**config.mk**
```make
export PLATFORM = sky130hd
export DESIGN_NAME = spi_controller_flat
export DESIGN_NICKNAME = d
export VERILOG_FILES = /design/src/rtl/spi_controller_pkg.sv /design/src/rtl/spi_controller_if.sv /design/src/rtl/spi_controller_sclk_gen.sv /design/src/rtl/spi_controller.sv /design/src/flat_wrapper.sv
export SDC_FILE = /design/constraint.sdc
export NUM_CORES = 1
export LEC_CHECK = 0
export BUFFER_PORTS_ARGS = -buffer_cell sky130_fd_sc_hd__clkbuf_2
export CAP_MARGIN = 5
export CORE_MARGIN = 4
export CORE_UTILIZATION = 52
export CTS_BUF_LIST = sky130_fd_sc_hd__clkbuf_8
export DETAILED_ROUTE_END_ITERATION = 7
export PLACE_DENSITY = 0.86
export SLEW_MARGIN = 10
export SYNTH_ARGS = -nofsm -noshare
export SYNTH_HDL_FRONTEND = slang
export SYNTH_SLANG_ARGS = --single-unit
```
**constraint.sdc**
```tcl
create_clock -name clk -period 2.6 [get_ports clk]
set_clock_uncertainty 0.2 [all_clocks]
set_input_delay 0 -clock clk [delete_from_list [all_inputs] [get_ports clk]]
set_output_delay 0 -clock clk [all_outputs]
set_load 0.01 [all_outputs]
```
**src/rtl/spi_controller_pkg.sv**
```systemverilog
// ---------------------------------------------------------------------------
// spi_controller_pkg
//   Shared definitions for the SPI controller slice:
//     state_e          - controller FSM states
//     MODE_0..MODE_3   - SPI mode indices, mode = {cpol, cpha}
//     mode_cpol/cpha   - decode a mode index back into its polarity/phase bits
// ---------------------------------------------------------------------------
package spi_controller_pkg;

  typedef enum logic [1:0] {
    IDLE     = 2'd0,
    SETUP    = 2'd1,
    TRANSFER = 2'd2,
    HOLD     = 2'd3
  } state_e;

  localparam logic [1:0] MODE_0 = 2'b00;
  localparam logic [1:0] MODE_1 = 2'b01;
  localparam logic [1:0] MODE_2 = 2'b10;
  localparam logic [1:0] MODE_3 = 2'b11;

  function automatic logic mode_cpol(input logic [1:0] mode);
    return (mode == MODE_2) || (mode == MODE_3);
  endfunction

  function automatic logic mode_cpha(input logic [1:0] mode);
    return (mode == MODE_1) || (mode == MODE_3);
  endfunction

endpackage

```
**src/rtl/spi_controller_if.sv**
```systemverilog
// ---------------------------------------------------------------------------
// spi_controller_if
//   Bundles the request/response handshake and the SPI bus pins.
//   Inputs to the controller : ena, start, tx_data, cpol, cpha, miso
//   Outputs of the controller: sclk, mosi, cs_n, rx_data, busy, done
//   Modports:
//     slave  - the controller side (spi_controller)
//     master - the requesting side (host logic / testbench)
// ---------------------------------------------------------------------------
interface spi_controller_if #(
  parameter int WIDTH = 8
);
  logic             ena;
  logic             start;
  logic [WIDTH-1:0] tx_data;
  logic             cpol;
  logic             cpha;
  logic             miso;
  logic             sclk;
  logic             mosi;
  logic             cs_n;
  logic [WIDTH-1:0] rx_data;
  logic             busy;
  logic             done;

  modport slave (
    input  ena, start, tx_data, cpol, cpha, miso,
    output sclk, mosi, cs_n, rx_data, busy, done
  );

  modport master (
    output ena, start, tx_data, cpol, cpha, miso,
    input  sclk, mosi, cs_n, rx_data, busy, done
  );
endinterface

```
**src/rtl/spi_controller_sclk_gen.sv**
```systemverilog
// ---------------------------------------------------------------------------
// spi_sclk_gen
//   Half-period divider and sclk toggle counter for spi_controller.
//   Ports:
//     clk, rstb  - clock, synchronous active-low reset
//     ena        - global enable; counters hold while low
//     cnt_en     - controller is in a non-idle state; counters clear when low
//     edge_en    - controller is in SETUP or TRANSFER; toggles allowed
//     tick       - divider reached the end of a half-period (one cycle)
//     lead/trail - the register update at this edge is a leading/trailing toggle
//     last_edge  - this strobe is the final (2*WIDTH-th) toggle
// ---------------------------------------------------------------------------
module spi_sclk_gen #(
  parameter int WIDTH   = 8,
  parameter int CLK_DIV = 4
) (
  input  logic clk,
  input  logic rstb,
  input  logic ena,
  input  logic cnt_en,
  input  logic edge_en,
  output logic tick,
  output logic lead,
  output logic trail,
  output logic last_edge
);
  localparam int DIV_W  = (CLK_DIV > 1) ? $clog2(CLK_DIV) : 1;
  localparam int EDGE_W = $clog2(2 * WIDTH + 1);
  localparam logic [DIV_W-1:0]  DIV_MAX   = DIV_W'(CLK_DIV - 1);
  localparam logic [EDGE_W-1:0] EDGE_NUM  = EDGE_W'(2 * WIDTH);
  localparam logic [EDGE_W-1:0] EDGE_LAST = EDGE_W'(2 * WIDTH - 1);

  logic [DIV_W-1:0]  div_q, div_d;
  logic [EDGE_W-1:0] edge_q, edge_d;
  logic              fire;

  // edge_q counts toggles already issued; a strobe announces toggle edge_q+1,
  // which is a leading edge when edge_q is even. Once 2*WIDTH toggles are out
  // the counter parks there, so it can never wrap inside a transaction.
  always_comb begin
    tick      = ena && cnt_en && (div_q == DIV_MAX);
    fire      = tick && edge_en && (edge_q != EDGE_NUM);
    lead      = fire && !edge_q[0];
    trail     = fire && edge_q[0];
    last_edge = fire && (edge_q == EDGE_LAST);
    div_d     = div_q;
    edge_d    = edge_q;
    if (!cnt_en) begin
      div_d  = '0;
      edge_d = '0;
    end else begin
      div_d = tick ? '0 : div_q + 1'b1;
      if (fire) edge_d = edge_q + 1'b1;
    end
  end

  always_ff @(posedge clk) begin
    if (!rstb) begin
      div_q  <= '0;
      edge_q <= '0;
    end else if (ena) begin
      div_q  <= div_d;
      edge_q <= edge_d;
    end
  end

endmodule

```
**src/rtl/spi_controller.sv**
```systemverilog
// ---------------------------------------------------------------------------
// spi_controller
//   Single-word SPI master supporting all four modes, WIDTH bits per word,
//   sclk half-period of CLK_DIV clk cycles. All bus outputs are registered.
//   Ports:
//     clk   - system clock (rising edge)
//     rstb  - synchronous active-low reset
//     bus   - spi_controller_if.slave: ena, start, tx_data, cpol, cpha, miso
//             in; sclk, mosi, cs_n, rx_data, busy, done out
//   Configuration macro:
//     SPI_CONTROLLER_LSB_FIRST_EN - shift mosi and assemble rx_data LSB first
//                                   (default MSB first); timing unchanged.
// ---------------------------------------------------------------------------
module spi_controller
  import spi_controller_pkg::*;
#(
  parameter int WIDTH   = 8,
  parameter int CLK_DIV = 4
) (
  input  logic           clk,
  input  logic           rstb,
  spi_controller_if.slave bus
);

  state_e           state_q, state_d;
  logic [1:0]       mode_q, mode_d;
  logic [WIDTH-1:0] tx_sh_q, tx_sh_d;
  logic [WIDTH-1:0] rx_sh_q, rx_sh_d;
  logic [WIDTH-1:0] rx_data_q, rx_data_d;
  logic             sclk_q, sclk_d;
  logic             mosi_q, mosi_d;
  logic             cs_n_q, cs_n_d;
  logic             busy_q, busy_d;
  logic             done_q, done_d;
  logic             cnt_en, edge_en;
  logic             tick, lead, trail, last_edge;
  logic             cpha;

  function automatic logic first_bit(input logic [WIDTH-1:0] w);
`ifdef SPI_CONTROLLER_LSB_FIRST_EN
    return w[0];
`else
    return w[WIDTH-1];
`endif
  endfunction

  function automatic logic [WIDTH-1:0] shift_out(input logic [WIDTH-1:0] w);
`ifdef SPI_CONTROLLER_LSB_FIRST_EN
    return w >> 1;
`else
    return w << 1;
`endif
  endfunction

  function automatic logic [WIDTH-1:0] shift_in(input logic [WIDTH-1:0] w,
                                                input logic b);
`ifdef SPI_CONTROLLER_LSB_FIRST_EN
    return {b, w[WIDTH-1:1]};
`else
    return {w[WIDTH-2:0], b};
`endif
  endfunction

  assign cnt_en  = (state_q != IDLE);
  assign edge_en = (state_q == SETUP) || (state_q == TRANSFER);

  spi_sclk_gen #(
    .WIDTH   (WIDTH),
    .CLK_DIV (CLK_DIV)
  ) u_sclk_gen (
    .clk       (clk),
    .rstb      (rstb),
    .ena       (bus.ena),
    .cnt_en    (cnt_en),
    .edge_en   (edge_en),
    .tick      (tick),
    .lead      (lead),
    .trail     (trail),
    .last_edge (last_edge)
  );

  always_comb begin
    state_d   = state_q;
    mode_d    = mode_q;
    tx_sh_d   = tx_sh_q;
    rx_sh_d   = rx_sh_q;
    rx_data_d = rx_data_q;
    sclk_d    = sclk_q;
    mosi_d    = mosi_q;
    done_d    = 1'b0;
    cpha      = mode_cpha(mode_q);

    case (state_q)
      IDLE: begin
        sclk_d = bus.cpol;
        mosi_d = 1'b0;
        // done_q marks the return cycle; a start seen there waits one cycle.
        if (bus.start && !done_q) begin
          state_d = SETUP;
          mode_d  = {bus.cpol, bus.cpha};
          if (bus.cpha) begin
            tx_sh_d = bus.tx_data;
          end else begin
            // cpha=0 presents the first bit for the whole SETUP half-period.
            mosi_d  = first_bit(bus.tx_data);
            tx_sh_d = shift_out(bus.tx_data);
          end
        end
      end
      SETUP: begin
        sclk_d = mode_cpol(mode_q);
        if (tick) state_d = TRANSFER;
      end
      TRANSFER: begin
        // A tick with no toggle left means all 2*WIDTH edges are out.
        if (tick && !(lead || trail)) state_d = HOLD;
      end
      HOLD: begin
        sclk_d = mode_cpol(mode_q);
        if (tick) begin
          state_d   = IDLE;
          done_d    = 1'b1;
          rx_data_d = rx_sh_q;
          mosi_d    = 1'b0;
        end
      end
      default: state_d = IDLE;
    endcase

    if (lead || trail) sclk_d = ~sclk_q;

    // Shift-out edge depends on phase; cpha=0 skips the final trailing edge
    // because its first bit was already presented at SETUP entry.
    if (cpha ? lead : (trail && !last_edge)) begin
      mosi_d  = first_bit(tx_sh_q);
      tx_sh_d = shift_out(tx_sh_q);
    end

    if (cpha ? trail : lead) rx_sh_d = shift_in(rx_sh_q, bus.miso);

    cs_n_d = (state_d == IDLE);
    busy_d = (state_d != IDLE);
  end

  always_ff @(posedge clk) begin
    if (!rstb) begin
      state_q   <= IDLE;
      cs_n_q    <= 1'b1;
      sclk_q    <= 1'b0;
      mosi_q    <= 1'b0;
      busy_q    <= 1'b0;
      done_q    <= 1'b0;
      rx_data_q <= '0;
    end else if (bus.ena) begin
      state_q   <= state_d;
      cs_n_q    <= cs_n_d;
      sclk_q    <= sclk_d;
      mosi_q    <= mosi_d;
      busy_q    <= busy_d;
      done_q    <= done_d;
      rx_data_q <= rx_data_d;
    end
  end

  // Shift registers and latched mode carry data only; they are reloaded on
  // every accepted start, so they need no reset.
  always_ff @(posedge clk) begin
    if (bus.ena) begin
      mode_q  <= mode_d;
      tx_sh_q <= tx_sh_d;
      rx_sh_q <= rx_sh_d;
    end
  end

  assign bus.sclk    = sclk_q;
  assign bus.mosi    = mosi_q;
  assign bus.cs_n    = cs_n_q;
  assign bus.rx_data = rx_data_q;
  assign bus.busy    = busy_q;
  assign bus.done    = done_q;

endmodule

```
**src/flat_wrapper.sv**
```systemverilog
// flat-port wrapper written by rule: the top's interface ports become plain ports
module spi_controller_flat import spi_controller_pkg::*;
#(
  parameter int WIDTH   = 8,
  parameter int CLK_DIV = 4
)
  (clk, rstb, bus_ena, bus_start, bus_tx_data, bus_cpol, bus_cpha, bus_miso, bus_sclk, bus_mosi, bus_cs_n, bus_rx_data, bus_busy, bus_done);
  spi_controller_if #(.WIDTH(WIDTH)) bus_i ();
  input  logic clk;
  input  logic rstb;
  input wire logic [$bits(bus_i.ena)-1:0] bus_ena;
  input wire logic [$bits(bus_i.start)-1:0] bus_start;
  input wire logic [$bits(bus_i.tx_data)-1:0] bus_tx_data;
  input wire logic [$bits(bus_i.cpol)-1:0] bus_cpol;
  input wire logic [$bits(bus_i.cpha)-1:0] bus_cpha;
  input wire logic [$bits(bus_i.miso)-1:0] bus_miso;
  output wire logic [$bits(bus_i.sclk)-1:0] bus_sclk;
  output wire logic [$bits(bus_i.mosi)-1:0] bus_mosi;
  output wire logic [$bits(bus_i.cs_n)-1:0] bus_cs_n;
  output wire logic [$bits(bus_i.rx_data)-1:0] bus_rx_data;
  output wire logic [$bits(bus_i.busy)-1:0] bus_busy;
  output wire logic [$bits(bus_i.done)-1:0] bus_done;
  assign bus_i.ena = bus_ena;
  assign bus_i.start = bus_start;
  assign bus_i.tx_data = bus_tx_data;
  assign bus_i.cpol = bus_cpol;
  assign bus_i.cpha = bus_cpha;
  assign bus_i.miso = bus_miso;
  assign bus_sclk = bus_i.sclk;
  assign bus_mosi = bus_i.mosi;
  assign bus_cs_n = bus_i.cs_n;
  assign bus_rx_data = bus_i.rx_data;
  assign bus_busy = bus_i.busy;
  assign bus_done = bus_i.done;
  spi_controller #(.WIDTH(WIDTH), .CLK_DIV(CLK_DIV)) u_core (.clk(clk), .rstb(rstb), .bus(bus_i));
endmodule
```
Word level (Yosys, flattened, before mapping)
Cells that the tools add are included.
{ "word_totals": {"elab_cells": 85, "regBits": 40} }
{ "classes": {"bitwise": 1, "reduce_logical": 34, "add_sub_neg": 2, "eq_ne": 11, "n_mux": 24} }
{ "ops": {"columns": ["operator", "n"], "rows": [
  ["$mux W8", 4],
  ["$mux W2", 6],
  ["$reduce_and A3 Y1", 4],
  ["$eq A2 B2 Y1 const B", 5],
  ["$logic_and A1 B1 Y1", 10],
  ["$mux W5", 2],
  ["$mux W1", 9],
  ["$pmux W2 S4", 1],
  ["$reduce_bool A2 Y1", 4],
  ["$reduce_and A2 Y1", 3],
  ["$reduce_bool A3 Y1", 2],
  ["$add A5 B1 Y5 const B", 1],
  ["$eq A5 B4 Y1 const B", 1],
  ["$ne A5 B5 Y1 const B", 1],
  ["$eq A2 B1 Y1 const B", 2],
  ["$logic_not A1 Y1", 4],
  ["$logic_not A2 Y1", 2],
  ["$logic_or A1 B1 Y1", 4],
  ["$pmux W1 S2", 2],
  ["$ne A3 B1 Y1 const B", 1],
  ["$add A2 B1 Y2 const B", 1],
  ["$ne A2 B1 Y1 const B", 1],
  ["$reduce_or A2 Y1", 1],
  ["$not A1 Y1", 1]
]} }

Logic depth before layout (Yosys ltp)
{ "depth": {"depth_word": 12, "mapped_depth": 8, "mapped_depth_nobuf": 7} }

Cells and area by module
A second synthesis with hierarchy kept.
{ "hier_totals": {"cells_unflattened": 192, "hier_area_um2": 1900.6} }
{ "by_module_without_submodules": {"columns": ["mod", "cells_each", "area_per_inst_um2", "instances", "seq_area_each_um2"], "rows": [
  ["spi_controller", 140, 1467.7, 1, 840.8],
  ["spi_sclk_gen", 52, 432.9, 1, 140.1]
]} }

Worst setup path after synthesis
No wires, ideal clock.
{ "synth_path": {"kind": "flip-flop to flip-flop", "startpoint": "register u_core.u_sclk_gen.edge_q[0]", "endpoint": "register u_core.tx_sh_q[0] (enable)", "n_path_buf": 1, "setup_slack_ns": 0.148, "t_arrival_ns": 1.868, "stages_incl_launch_ff": 8, "period_less_slack_ns": 2.452, "cell_sequence": "dfxtp_1 -> ha_1 -> and3_1 -> ha_1 -> nor3b_1 -> o2111ai_2 -> buf_2 -> o21ai_0"} }
{ "synth_between": {"elab_chain_cells": 8, "word_cells_on_any_way": 13, "cone_classes": "eq/ne: 2; mux: 1; reduce/logical: 10"} }
{ "synth_rtl": {"columns": ["element", "line", "source"], "rows": [
  ["start, declared", "spi_controller_sclk_gen.sv:34", "logic [EDGE_W-1:0] edge_q, edge_d;"],
  ["start signal, assigned", "spi_controller_sclk_gen.sv:63", "edge_q <= edge_d;"],
  ["$ne A5 B5 Y1", "spi_controller_sclk_gen.sv:42", "fire = tick && edge_en && (edge_q != EDGE_NUM);"],
  ["$logic_and A1 B1 Y1", "spi_controller_sclk_gen.sv:42", null],
  ["$logic_and A1 B1 Y1", "spi_controller_sclk_gen.sv:45", "last_edge = fire && (edge_q == EDGE_LAST);"],
  ["$logic_not A1 Y1", "spi_controller.sv:134", "if (cpha ? lead : (trail && !last_edge)) begin"],
  ["$logic_and A1 B1 Y1", "spi_controller.sv:134", null],
  ["$mux W1 *", "spi_controller.sv:134", null],
  ["$reduce_bool A2 Y1 (no line)", null, null],
  ["$reduce_and A3 Y1 (no line) *", null, null],
  ["end signal, assigned", "spi_controller.sv:170", "tx_sh_q <= tx_sh_d;"],
  ["end, declared", "spi_controller.sv:27", "logic [WIDTH-1:0] tx_sh_q, tx_sh_d;"]
]} }
Every way passes the cells marked *; elsewhere a longest branch is shown, timed or not.
A chain may end at the register's enable or synchronous reset.

Worst setup path in the final report
{ "layout_path": {"startpoint": "register u_core.state_q[1]", "endpoint": "register u_core.tx_sh_q[5] (data pin)"} }
{ "layout_between": {"elab_chain_cells": 10, "word_cells_on_any_way": 15, "cone_classes": "eq/ne: 2; mux: 2; reduce/logical: 11"} }
{ "layout_rtl": {"columns": ["element", "line", "source"], "rows": [
  ["start, declared", "spi_controller.sv:25", "state_e state_q, state_d;"],
  ["start signal, assigned", "spi_controller.sv:155", "state_q <= state_d;"],
  ["$reduce_bool A2 Y1", "spi_controller.sv:64", "assign cnt_en = (state_q != IDLE);"],
  ["$logic_and A1 B1 Y1 (2 in series)", "spi_controller_sclk_gen.sv:41", "tick = ena && cnt_en && (div_q == DIV_MAX);"],
  ["$logic_and A1 B1 Y1 * (2 in series)", "spi_controller_sclk_gen.sv:42", null],
  ["$logic_and A1 B1 Y1", "spi_controller_sclk_gen.sv:45", null],
  ["$logic_not A1 Y1", "spi_controller.sv:134", null],
  ["$logic_and A1 B1 Y1", "spi_controller.sv:134", null],
  ["$mux W1 *", "spi_controller.sv:134", null],
  ["$mux W8 *", "spi_controller.sv:134", null],
  ["net u_core.tx_sh_d[5]", "spi_controller.sv:27", null]
]} }
The timed path passes the listed nets; every way through them passes the cells marked *.

==> metrics.txt <==
Yosys cell types 35; fmax 421 MHz; Worst EP arrival 2.23 ns; Worst Setup Path Type flop to flop; Yosys top cell area share 0.293; CP cell instances inv_1 -> ha_1 -> and3b_1 -> o2111ai_2 -> buf_4 -> nor2_1 -> a21oi_1; clock buffer count from CTS 5; Routability Congestion 0.830; initial drt markers a little under 60; Die Y 67.5 um; share of layout cells above drive strength 1 0.176; total wire length 3870 um; Layout area overhead 24.5%; First-pass DRT Iterations 4; fin crit period 2.37 ns; # setup viols final 0; sequential element share of the synthesized area 0.533; setup_tns 0 ns; Worst slew margin 0.657; top post-synthesis cells by area edfxtp_1 (29%), dfxtp_1 (24%), ha_1 (5.4%), mux2i_1 (4.9%), a21boi_0 (4.5%); # fillers 246; slowest CP cell and3b_1; Initial Utilization 0.543; Tot GR Track Use 0.190; top cells by count, synth dfxtp_1 (22), nand2_1 (22), edfxtp_1 (18); leading register cell type out of synthesis dfxtp_1; maxcap violations 0; CTS clk-pin slew, worst paths about 0.08 ns; vias post-DR 1,490; Fin. Hold Viols 0; status finished clean; Post-Syn Area per Cell between 10 and 15 um2; Worst path max stage delay 0.44 ns; HP Class input port to flop; Post-synth EDFFs 18; die area 4560 um2; clk_lat worst skew between 0.2 and 0.3 ns; largest net degree at the start of global routing 23; P_leak 0.000932 uW; wire per inst 14.2 um; Synth Net Count 203; I/O Pins 28; vias per cell 5.46; ANT nets after route 0; Final WS setup 0.225 ns; detailed-route DRC error count 0; CP max FO 10; final cycle utilization of the critical path 0.913; Yosys warnings 0; #FFs+latches synth 40; Core Util, Final 0.676; Synth Instances 180; Detail Placement HPWL 2500 um; area leader, netlist edfxtp_1; DP Worst Slack 0.236 ns; Nets 249; Inserted Diodes 0; clk buf depth 2; Worst Max-Slew Pin Slew 0.511 ns; Max H-tree Level 2; Die Wd 67.5 um; Root Driver clkbuf_8; placement row count 21; Worst VDD drop 0.000600 V; final hold slack 0.0203 ns; clock sink total 40; async set-reset flop share out of synthesis 0; Worst setup EP type flop; initial antenna violation count 0; CTS tree built; Post-CTS Resized 0; I/O Buffers 27; Worst setup SP type flop; unrepaired setup endpoints after global routing false; power density cells 580 nW/um2; synthesized cell area around 1800 um2; vias in the first global route 1,422; CORE AREA 3390 um2; CP required 2.45 ns; gr ovfl total 0; max-slew violations 0; global-route wire length before repair 6400 um
cells in the final DEF, fill, tap and decap left out, types with 2 or more instances in the layout:
cell,netlist,final
o21a_1,2,2
edfxtp_1,18,18
dfxtp_1,22,22
and3_1,4,4
nand2b_1,4,4
inv_1,7,7
mux2i_1,9,9
o21ai_0,10,10
and2_1,2,2
clkbuf_8,0,5
xor2_1,2,2
nor2_1,16,16
nand4_1,3,3
a21boi_0,11,11
clkbuf_2,0,27
nor2b_1,3,3
buf_4,0,3
a21oi_1,10,10
ha_1,8,8
nand3_1,5,5
nor3_1,2,2
nand2_1,22,22
dlygate4sd3_1,0,16
stage by stage:
stage | std cells | cell area [um2] | total power [uW]
floorplan | 180 | 1840 | 776
global placement | 249 | 2020 | 813
detailed placement | 249 | 2020 | 816
CTS | 273 | 2290 | 1330
global route | 273 | 2290 | 1380
finish | 273 | 2290 | 1330
repair_timing:
action | 4_1_cts | 5_1_grt
endpoints found under the setup margin | 0 | 0
hold endpoints to repair | 17 | 0
hold buffers | 16 | 0
buffers inserted | 0 | 0
final timing paths:
kind,start,end,slack [ns],cells after the start
worst max-delay path,u_core.state_q[1]$_SDFFE_PN0P_,u_core.tx_sh_q[5]$_DFFE_PP_,0.23,7
worst min-delay path,bus_start,u_core.mode_q[1]$_DFFE_PP_,0.02,3
worst max register to register,u_core.state_q[1]$_SDFFE_PN0P_,u_core.tx_sh_q[5]$_DFFE_PP_,0.23,7
worst min register to register,u_core.rx_sh_q[6]$_DFFE_PP_,u_core.rx_sh_q[7]$_DFFE_PP_,0.26,0
sequential cells by signal, summed over array words and instances, names as in the netlist, 2 cells and up:
name / cells
u_core.bus.rx_data: 8
u_core.mode_q: 2
u_core.rx_sh_q: 8
u_core.u_sclk_gen.div_q: 2
u_core.tx_sh_q: 8
u_core.u_sclk_gen.edge_q: 5
u_core.state_q: 2
cells by family (layout without fill, tap and decap cells):
group | after synthesis | in the layout | synth area share
AND/OR/NAND/NOR | 66 | 66 | 0.173
buffers and inverters | 14 | 61 | 0.0340
flip-flops | 40 | 40 | 0.533
multiplexers | 10 | 10 | 0.0550
adder cells (fa/ha/maj) | 8 | 8 | 0.0543
XOR/XNOR | 3 | 3 | 0.0143
AO/OA/AOI/OAI | 39 | 39 | 0.137
cell type report:
cell class,instances,area [um2],area share
flip-flops and latches,40,981,0.428
clock buffers,5,68.8,0.0300
inverters,7,26.3,0.0115
repair buffers,46,318,0.139
clock inverters,3,42.5,0.0186
multi-input cells,126,798,0.348
well taps,46,57.6,0.0251
worst max-delay path, delay by kind of cell, from the launching register on:
family | cells | cell delay (ns)
and+or+nand+nor | 2 | 0.56
DFF | 1 | 0.43
buffers and inverters | 2 | 0.35
AOI/OAI and AO/OA | 2 | 0.35
adders and majority gates | 1 | 0.24
layer usage:
layer / vias to the layer above / share of wire / track usage
met5: - / 0 / 0
met4: 0 / 0.022 / 0.0937
met3: 11 / 0.051 / 0.0516
met2: 50 / 0.50 / 0.311
met1: 703 / 0.43 / 0.228
li1: 726 / - / -
where the power goes:
part | total [uW] | switching, uW | internal (uW)
clock | 503 | 219 | 284
combinational | 141 | 73.7 | 67.4
sequential | 686 | 11.4 | 674
(Power assumes the default switching activity.)
